[src/rtl/csr_access_ctrl.sv]
// csr_access_ctrl: Zicsr RMW, ECALL/EBREAK/MRET and trap sequencer for the M-mode CSR file; CSR_ILLEGAL_TRAP_EN adds a privilege/read-only trap.
// Latency: accept->rd_valid 2 cycles, one CSR op per 3 cycles; req_ready is low outside IDLE and while exc_valid is high.
module csr_access_ctrl #(
    parameter int DATA_WIDTH   = 32,
    parameter int FLUSH_CYCLES = 2
) (
    input  logic                  clk,
    input  logic                  rst,
    input  logic                  req_valid,
    output logic                  req_ready,
    input  logic [2:0]            req_op,
    input  logic [1:0]            req_sys,
    input  logic [11:0]           req_csr,
    input  logic [DATA_WIDTH-1:0] req_rs1_val,
    input  logic [4:0]            req_zimm,
    input  logic                  req_rs1_zero,
    input  logic [DATA_WIDTH-1:0] req_pc,
    input  logic                  exc_valid,
    input  logic [DATA_WIDTH-1:0] exc_cause,
    input  logic [DATA_WIDTH-1:0] exc_tval,
    input  logic [DATA_WIDTH-1:0] exc_pc,
    output logic [11:0]           csr_raddr,
    input  logic [DATA_WIDTH-1:0] csr_rdata,
    output logic                  csr_wen,
    output logic [11:0]           csr_waddr,
    output logic [DATA_WIDTH-1:0] csr_wdata,
    output logic                  exception_commit,
    output logic [DATA_WIDTH-1:0] exception_pc,
    output logic [DATA_WIDTH-1:0] exception_cause,
    output logic [DATA_WIDTH-1:0] exception_tval,
    output logic                  mret_commit,
    output logic                  inst_commit,
    output logic [1:0]            priv_level,
    input  logic [DATA_WIDTH-1:0] handler_addr,
    input  logic [DATA_WIDTH-1:0] mret_out,
    input  logic [DATA_WIDTH-1:0] mstatus_in,
    output logic                  rd_valid,
    output logic [DATA_WIDTH-1:0] rd_data,
    output logic                  redirect_valid,
    output logic [DATA_WIDTH-1:0] redirect_pc,
    output logic                  flush
);

    localparam logic [2:0] S_IDLE  = 3'd0;
    localparam logic [2:0] S_READ  = 3'd1;
    localparam logic [2:0] S_WRITE = 3'd2;
    localparam logic [2:0] S_TRAP  = 3'd3;
    localparam logic [2:0] S_RET   = 3'd4;
    localparam logic [2:0] S_FLUSH = 3'd5;

    localparam logic [1:0] PRIV_M = 2'b11;
    localparam logic [1:0] PRIV_U = 2'b00;
    localparam int CNT_W = (FLUSH_CYCLES > 1) ? $clog2(FLUSH_CYCLES) : 1;

    logic [2:0]            state;
    logic [1:0]            op_q;
    logic [11:0]           csr_q;
    logic [DATA_WIDTH-1:0] src_q;
    logic [DATA_WIDTH-1:0] pc_q;
    logic                  rs1_zero_q;
    logic [CNT_W-1:0]      flush_cnt;

    logic                  do_write;
    logic [DATA_WIDTH-1:0] new_val;
    logic                  illegal;
    logic                  accept;
    logic                  trap_go;
    logic [DATA_WIDTH-1:0] trap_cause;
    logic [DATA_WIDTH-1:0] trap_tval;
    logic [DATA_WIDTH-1:0] trap_pc;
    logic                  unused_bits;

    assign unused_bits = ^{mstatus_in[DATA_WIDTH-1:13], mstatus_in[10:0], handler_addr[1:0]};

    assign req_ready = !rst && (state == S_IDLE) && !exc_valid;
    assign accept    = (state == S_IDLE) && req_valid && !exc_valid;
    assign csr_raddr = (state == S_READ) ? csr_q : 12'h000;
    assign flush     = (state == S_FLUSH);

    // RS/RC with an x0/zero source is a pure read and must not touch the CSR.
    always_comb begin
        do_write = (op_q == 2'b01) || !rs1_zero_q;
        new_val  = csr_rdata & ~src_q;
        if (op_q == 2'b01)
            new_val = src_q;
        else if (op_q == 2'b10)
            new_val = csr_rdata | src_q;
    end

`ifdef CSR_ILLEGAL_TRAP_EN
    assign illegal = (priv_level < csr_q[9:8]) || ((csr_q[11:10] == 2'b11) && do_write);
`else
    assign illegal = 1'b0;
`endif

    // Every route into TRAP funnels through here so the commit values are set in one place.
    always_comb begin
        trap_go    = 1'b0;
        trap_cause = '0;
        trap_tval  = '0;
        trap_pc    = pc_q;
        case (state)
            S_IDLE: begin
                if (exc_valid) begin
                    trap_go    = 1'b1;
                    trap_cause = exc_cause;
                    trap_tval  = exc_tval;
                    trap_pc    = exc_pc;
                end else if (req_valid && (req_op[1:0] == 2'b00) && (req_sys == 2'b01)) begin
                    trap_go    = 1'b1;
                    trap_cause = (priv_level == PRIV_M) ? DATA_WIDTH'(11) : DATA_WIDTH'(8);
                    trap_pc    = req_pc;
                end else if (req_valid && (req_op[1:0] == 2'b00) && (req_sys == 2'b10)) begin
                    trap_go    = 1'b1;
                    trap_cause = DATA_WIDTH'(3);
                    trap_tval  = req_pc;
                    trap_pc    = req_pc;
                end
            end
            S_READ: begin
                if (illegal) begin
                    trap_go    = 1'b1;
                    trap_cause = DATA_WIDTH'(2);
                    trap_tval  = DATA_WIDTH'(csr_q);
                end
            end
            S_RET: begin
                if (priv_level != PRIV_M) begin
                    trap_go    = 1'b1;
                    trap_cause = DATA_WIDTH'(2);
                end
            end
            default: ;
        endcase
    end

    always_ff @(posedge clk or posedge rst) begin
        if (rst) begin
            state            <= S_IDLE;
            op_q             <= '0;
            csr_q            <= '0;
            src_q            <= '0;
            pc_q             <= '0;
            rs1_zero_q       <= 1'b0;
            flush_cnt        <= '0;
            priv_level       <= PRIV_M;
            csr_wen          <= 1'b0;
            csr_waddr        <= '0;
            csr_wdata        <= '0;
            exception_commit <= 1'b0;
            exception_pc     <= '0;
            exception_cause  <= '0;
            exception_tval   <= '0;
            mret_commit      <= 1'b0;
            inst_commit      <= 1'b0;
            rd_valid         <= 1'b0;
            rd_data          <= '0;
            redirect_valid   <= 1'b0;
            redirect_pc      <= '0;
        end else begin
            csr_wen          <= 1'b0;
            exception_commit <= 1'b0;
            mret_commit      <= 1'b0;
            inst_commit      <= 1'b0;
            rd_valid         <= 1'b0;
            redirect_valid   <= 1'b0;

            if (accept) begin
                op_q       <= req_op[1:0];
                csr_q      <= req_csr;
                src_q      <= req_op[2] ? DATA_WIDTH'(req_zimm) : req_rs1_val;
                rs1_zero_q <= req_rs1_zero;
                pc_q       <= req_pc;
            end

            if (trap_go) begin
                exception_commit <= 1'b1;
                exception_pc     <= trap_pc;
                exception_cause  <= trap_cause;
                exception_tval   <= trap_tval;
                state            <= S_TRAP;
            end else begin
                case (state)
                    S_IDLE: begin
                        if (accept) begin
                            if (req_op[1:0] != 2'b00)
                                state <= S_READ;
                            else if (req_sys == 2'b11)
                                state <= S_RET;
                            else
                                inst_commit <= 1'b1;
                        end
                    end
                    S_READ: begin
                        csr_wen     <= do_write;
                        csr_waddr   <= csr_q;
                        csr_wdata   <= new_val;
                        rd_valid    <= 1'b1;
                        rd_data     <= csr_rdata;
                        inst_commit <= 1'b1;
                        state       <= S_WRITE;
                    end
                    S_WRITE: state <= S_IDLE;
                    S_TRAP: begin
                        redirect_valid <= 1'b1;
                        redirect_pc    <= {handler_addr[DATA_WIDTH-1:2], 2'b00};
                        priv_level     <= PRIV_M;
                        flush_cnt      <= CNT_W'(FLUSH_CYCLES - 1);
                        state          <= S_FLUSH;
                    end
                    S_RET: begin
                        mret_commit    <= 1'b1;
                        inst_commit    <= 1'b1;
                        redirect_valid <= 1'b1;
                        redirect_pc    <= mret_out;
                        priv_level     <= (mstatus_in[12:11] == 2'b11) ? PRIV_M : PRIV_U;
                        flush_cnt      <= CNT_W'(FLUSH_CYCLES - 1);
                        state          <= S_FLUSH;
                    end
                    S_FLUSH: begin
                        if (flush_cnt == '0)
                            state <= S_IDLE;
                        else
                            flush_cnt <= flush_cnt - CNT_W'(1);
                    end
                    default: state <= S_IDLE;
                endcase
            end
        end
    end

endmodule

[config.mk]
export PLATFORM = sky130hd
export DESIGN_NAME = csr_access_ctrl
export DESIGN_NICKNAME = d
export VERILOG_FILES = /design/src/rtl/csr_access_ctrl.sv
export SDC_FILE = /design/constraint.sdc
export NUM_CORES = 1
export LEC_CHECK = 0
export ABC_AREA = 1
export CORE_AREA = 3 3 207 209
export DETAILED_ROUTE_END_ITERATION = 10
export DIE_AREA = 0 0 210 212
export GPL_ROUTABILITY_DRIVEN = 0
export HOLD_SLACK_MARGIN = 0.12
export SETUP_SLACK_MARGIN = 0.15
export SLEW_MARGIN = 20
export SYNTH_ARGS = -nofsm -noshare
export SYNTH_HDL_FRONTEND = slang
export SYNTH_SLANG_ARGS = --single-unit
[constraint.sdc]
create_clock -name clk -period 10 [get_ports clk]
set_input_delay 1 -clock clk [delete_from_list [all_inputs] [get_ports clk]]
set_output_delay 1 -clock clk [all_outputs]
set_load 0.01 [all_outputs]
# Yosys cells after proc, flatten, opt, wreduce, memory -nomap -nowiden
# Cells that the tools add are included.
dict set report word_totals {
  input_bits 315
  ramBits 0
  romBits 0
  memories 0
  elab_cells 111
  reg_bits 295
  latchBits 0
  out_inout_bits 226
}
dict set report op_classes {
  n_shift 0
  magnitude_cmp 0
  n_mux 48
  n_reduce_logical 22
  div 0
  eq_ne 15
  addsub 1
  bitwise 4
  mul 0
}
# cell count
set op_table {}
lappend op_table {{$mux 32} 12}
lappend op_table {{$pmux 32 s2} 2}
lappend op_table {{$and 32x32->32} 1}
lappend op_table {{$not 32->32} 1}
lappend op_table {{$or 32x32->32} 1}
lappend op_table {{$mux 1} 18}
lappend op_table {{$mux 3} 5}
lappend op_table {{$mux 12} 1}
lappend op_table {{$pmux 3 s4} 1}
lappend op_table {{$eq 2x2->1 const B} 5}
lappend op_table {{$mux 2} 4}
lappend op_table {{$logic_and 1x1->1} 7}
lappend op_table {{$eq 3x3->1 const B} 2}
lappend op_table {{$pmux 1 s2} 3}
lappend op_table {{$reduce_and 2->1} 3}
lappend op_table {{$reduce_bool 2->1} 3}
lappend op_table {{$eq 2x1->1 const B} 2}
lappend op_table {{$mux 4} 1}
lappend op_table {{$ne 4x2->1 const B} 1}
lappend op_table {{$pmux 2 s2} 1}
lappend op_table {{$reduce_or 2->1} 2}
lappend op_table {{$eq 3x1->1 const B} 1}
lappend op_table {{$eq 3x2->1 const B} 1}
lappend op_table {{$logic_not 1->1} 3}
lappend op_table {{other kinds (9)} 9}

# Logic depth before layout (Yosys ltp)
dict set report logic_depth {
  ltp_word 9
  ltp_mapped 11
  mapped_depth_nobuf 8
}

# Least setup slack after synthesis
# OpenSTA, ideal clock, no wires.
dict set report synth_timing {
  kind {input-to-output}
  startpoint {input exc_valid}
  endpoint {output req_ready}
  path_buffers 0
  path_slack_ns 7.643
  required_ns 9.000
  stages 3
  t_arrival_ns 1.357
  path_cell_list {nor2_4 > inv_1 > nor2_1}
}
dict set report synth_via {
  elab_chain_len 2
}
# element line_no
set synth_lines {}
lappend synth_lines {{from (decl)} 18} ;# input logic exc_valid,
lappend synth_lines {{$logic_not 1->1} 75} ;# assign req_ready = !rst && (state == S_IDLE) && !exc_valid;
lappend synth_lines {{$logic_and 1x1->1} 75}
lappend synth_lines {{to (decl)} 10} ;# output logic req_ready,
# Every way passes these cells.

# Final worst setup path
dict set report layout_timing {
  startpoint {register state[1]}
  endpoint {output csr_raddr[11]}
}
dict set report layout_via {
  elab_chain_len 2
}
# element line_no
set layout_lines {}
lappend layout_lines {{from (decl)} 55} ;# logic [2:0] state;
lappend layout_lines {{from (signal assigned)} 139} ;# state <= S_IDLE;
lappend layout_lines {{from (signal assigned)} 181} ;# state <= S_TRAP;
lappend layout_lines {{from (signal assigned)} 187} ;# state <= S_READ;
lappend layout_lines {{$eq 3x1->1} 77} ;# assign csr_raddr = (state == S_READ) ? csr_q : 12'h000;
lappend layout_lines {{$mux 12} 77}
lappend layout_lines {{to (decl)} 22} ;# output logic [11:0] csr_raddr,
# Every way passes these cells.

==> flow_summary.json <==
{
  "status": "complete, no violations",
  "fin_ws_ns": 5.36,
  "groute.usage.overall_pct": 21.0,
  "wl_mm": 48.7,
  "detail_route.wl_per_cell_um": 18.0,
  "cts_hold_repair.buffers": 0,
  "yosys_register_bits": 294,
  "initial_util_pct": 32.6,
  "drc": 0,
  "clk_path_buf_depth": 3,
  "tightest_slew_ns": 1.07,
  "fmaxAchievable_mhz": 215,
  "share_of_the_clock_period_used_by_the_worst_path_pct": 46.4,
  "root_buffer": "clkbuf_16",
  "clk_sinks": 294,
  "cts_resized": 0,
  "tritoncts": "done",
  "syn_nets": 1995,
  "chipWidth_um": 210,
  "yosysWarnings": 0,
  "worst-path-max-fanout": 65,
  "clock_tree.htree_level_count": 2,
  "final_cells": 2703,
  "power.density_cell_area_mw_per_mm2": 299,
  "globalRouteOverflowTotal": 0,
  "place.port_buffers": 508,
  "start_kind": "register",
  "final_layout_size_suffix_gt1_share_pct": 3.97,
  "filler_cell_count": 3973,
  "maxSlewHeadroom_pct": 28.4,
  "pre_cts_slack_ns": 5.39,
  "final-hold-violation-count": 0,
  "most_common_cell_after_layout_fill_and_taps_aside": "nand2_1",
  "cell_depth_of_the_worst_min_delay_path": 1,
  "placement_rows": 74,
  "setup_repair_after_global_routing_missed_its_margin": "false",
  "tns_ns": 0,
  "drv_slew": 0,
  "synth.lib_cells_used.distinct": 28,
  "cts-buffers-inserted": 36,
  "leakage_nw": 9.79,
  "design.portCount": 541,
  "grt_pass1_wl_mm": 73.4,
  "clock_skew_ns": 0.0185,
  "syn_std_cell_area_mm2": 0.0134,
  "drt-vias-per-instance": 4.70,
  "firstDrtPassIters": 5,
  "max_cap_viol_count": 0,
  "nets": 2454,
  "reg2reg_depth": 8,
  "irDropWorstVdd_uv": 158,
  "timing.setup.critical_path_class": "register to output port",
  "mostFrequentLayoutCells": "691 x nand2_1, 508 x clkdlybuf4s50_1, 293 x dfrtp_1",
  "fin_crit_ns": 4.64,
  "num_vias": 12708,
  "standard_cell_core_area_mm2": 0.0410,
  "synthCells": 1680,
  "antenna_found_initial": 8,
  "cp.required_ns": 9.00,
  "design.die.area_mm2": 0.0445,
  "holdCritPathClass": "register to register",
  "post_placement_cell_count": 2633,
  "synth.yosys.seq_area_share_pct": 55.0,
  "path_clk_slew_ns": 0.06,
  "wp_data_arrival_ns": 3.64,
  "dp_hpwl_mm": 33.5,
  "fp.dieH_um": 212,
  "area.growth.synth_to_final_pct": 49.3,
  "endpoint_kind": "output port",
  "drtAntennaViolNets": 0,
  "drt_iter0_markers": 875,
  "post_cts_buffers": 0,
  "grt_start_max_net_pins": 123,
  "post_synth.cell_area_avg_um2": 7.97,
  "number_of_global_route_vias_before_repair": 12440,
  "clock_latency_ns": 0.54,
  "setup_viol": 0
}
[sequential cells by signal, indices dropped and copies added (netlist names)]
name,cells
exception_commit,1
inst_commit,1
src_q,32
csr_waddr,12
redirect_pc,32
op_q,2
mret_commit,1
state,3
priv_level,1
exception_pc,32
redirect_valid,1
pc_q,32
rd_valid,1
csr_wdata,32
rs1_zero_q,1
rd_data,32
exception_tval,32
exception_cause,32
csr_wen,1
flush_cnt,1
csr_q,12
[metal layers]
metal	vias to the layer above	routed length (um)	GRT usage [%]
met4	12	1050	5.23
met2	441	23000	34.4
met5	-	92	0
li1	6200	-	-
met1	5980	20400	27.2
met3	75	4110	6.63
[area by class of cell]
class                           instances  area (um^2)  share of cell area (%)
Inverter                              163          619                    3.10
Clock inverter                          4         35.0                   0.175
Antenna cell                            6         15.0                  0.0751
Multi-Input combinational cell       1120         4990                    25.0
Timing Repair Buffer                  524         5200                    26.0
Clock buffer                           60         1100                    5.52
Tap cell                              532          666                    3.33
Sequential cell                       294         7360                    36.8
[worst max-delay path, stage by stage, from the launching register on]
cell	delay [ns]
dfrtp_1	0.44
nor3_2	0.19
buf_4	0.60
inv_2	0.58
buf_4	0.48
nor2_1	0.16
clkdlybuf4s50_1	0.58
[stage by stage]
stage          hold slack [ns]  area, um^2  power [mW]  utilization (%)
2_1_floorplan            0.420       13400        3.38                -
3_3_place_gp             0.433       18800        4.70             45.9
3_5_place_dp             0.429       18800        4.75             45.9
4_1_cts                  0.439       20000        6.06             48.7
5_1_grt                  0.468       20000        6.41             48.7
6_report                 0.448       20000        5.97             48.7
[worst paths after layout]
kind,startpoint,endpoint,slack (ns)
setup reg to reg,state[1],src_q[8],6.55
max in group asynchronous,rst,rd_data[21],7.01
hold / removal,rs1_zero_q,csr_wen,0.45
setup / recovery,state[1],csr_raddr[11],5.36
min in group asynchronous,rst,exception_pc[6],1.06
hold reg to reg,rs1_zero_q,csr_wen,0.45
[where the power goes]
group          total, mW  switching (mW)  internal (mW)  leakage [nW]
combinational       2.71            1.50           1.21          5.52
clock               1.27           0.514          0.752         0.555
sequential          1.99           0.267           1.73          3.71
total               5.97            2.28           3.69          9.79
[cells in the mapped netlist (all sizes together)]
cell | instances | area share [%]
a22oi | 32 | 1.8
nand3 | 192 | 7.2
xnor2 | 1 | 0.065
dfrtp | 293 | 55
nand4 | 2 | 0.14
clkbuf | 39 | 1.1
o31ai | 5 | 0.28
buf | 64 | 2.4
nand2 | 694 | 20
nor3 | 1 | 0.037
inv | 163 | 4.6
o21ai | 120 | 4.5
a21oi | 5 | 0.27
a31oi | 1 | 0.047
nand3b | 32 | 1.8
nor2 | 34 | 1.2
o211ai | 1 | 0.056
dfstp | 1 | 0.20
[cell families after synthesis]
logic type      Yosys count  share of synthesized area (%)
compound gates          164                           6.93
buf+inv                 266                           8.10
simple gates            955                           29.9
flops                   294                           55.0
xor+xnor                  1                         0.0654
Power figures use the tool's default switching activity.
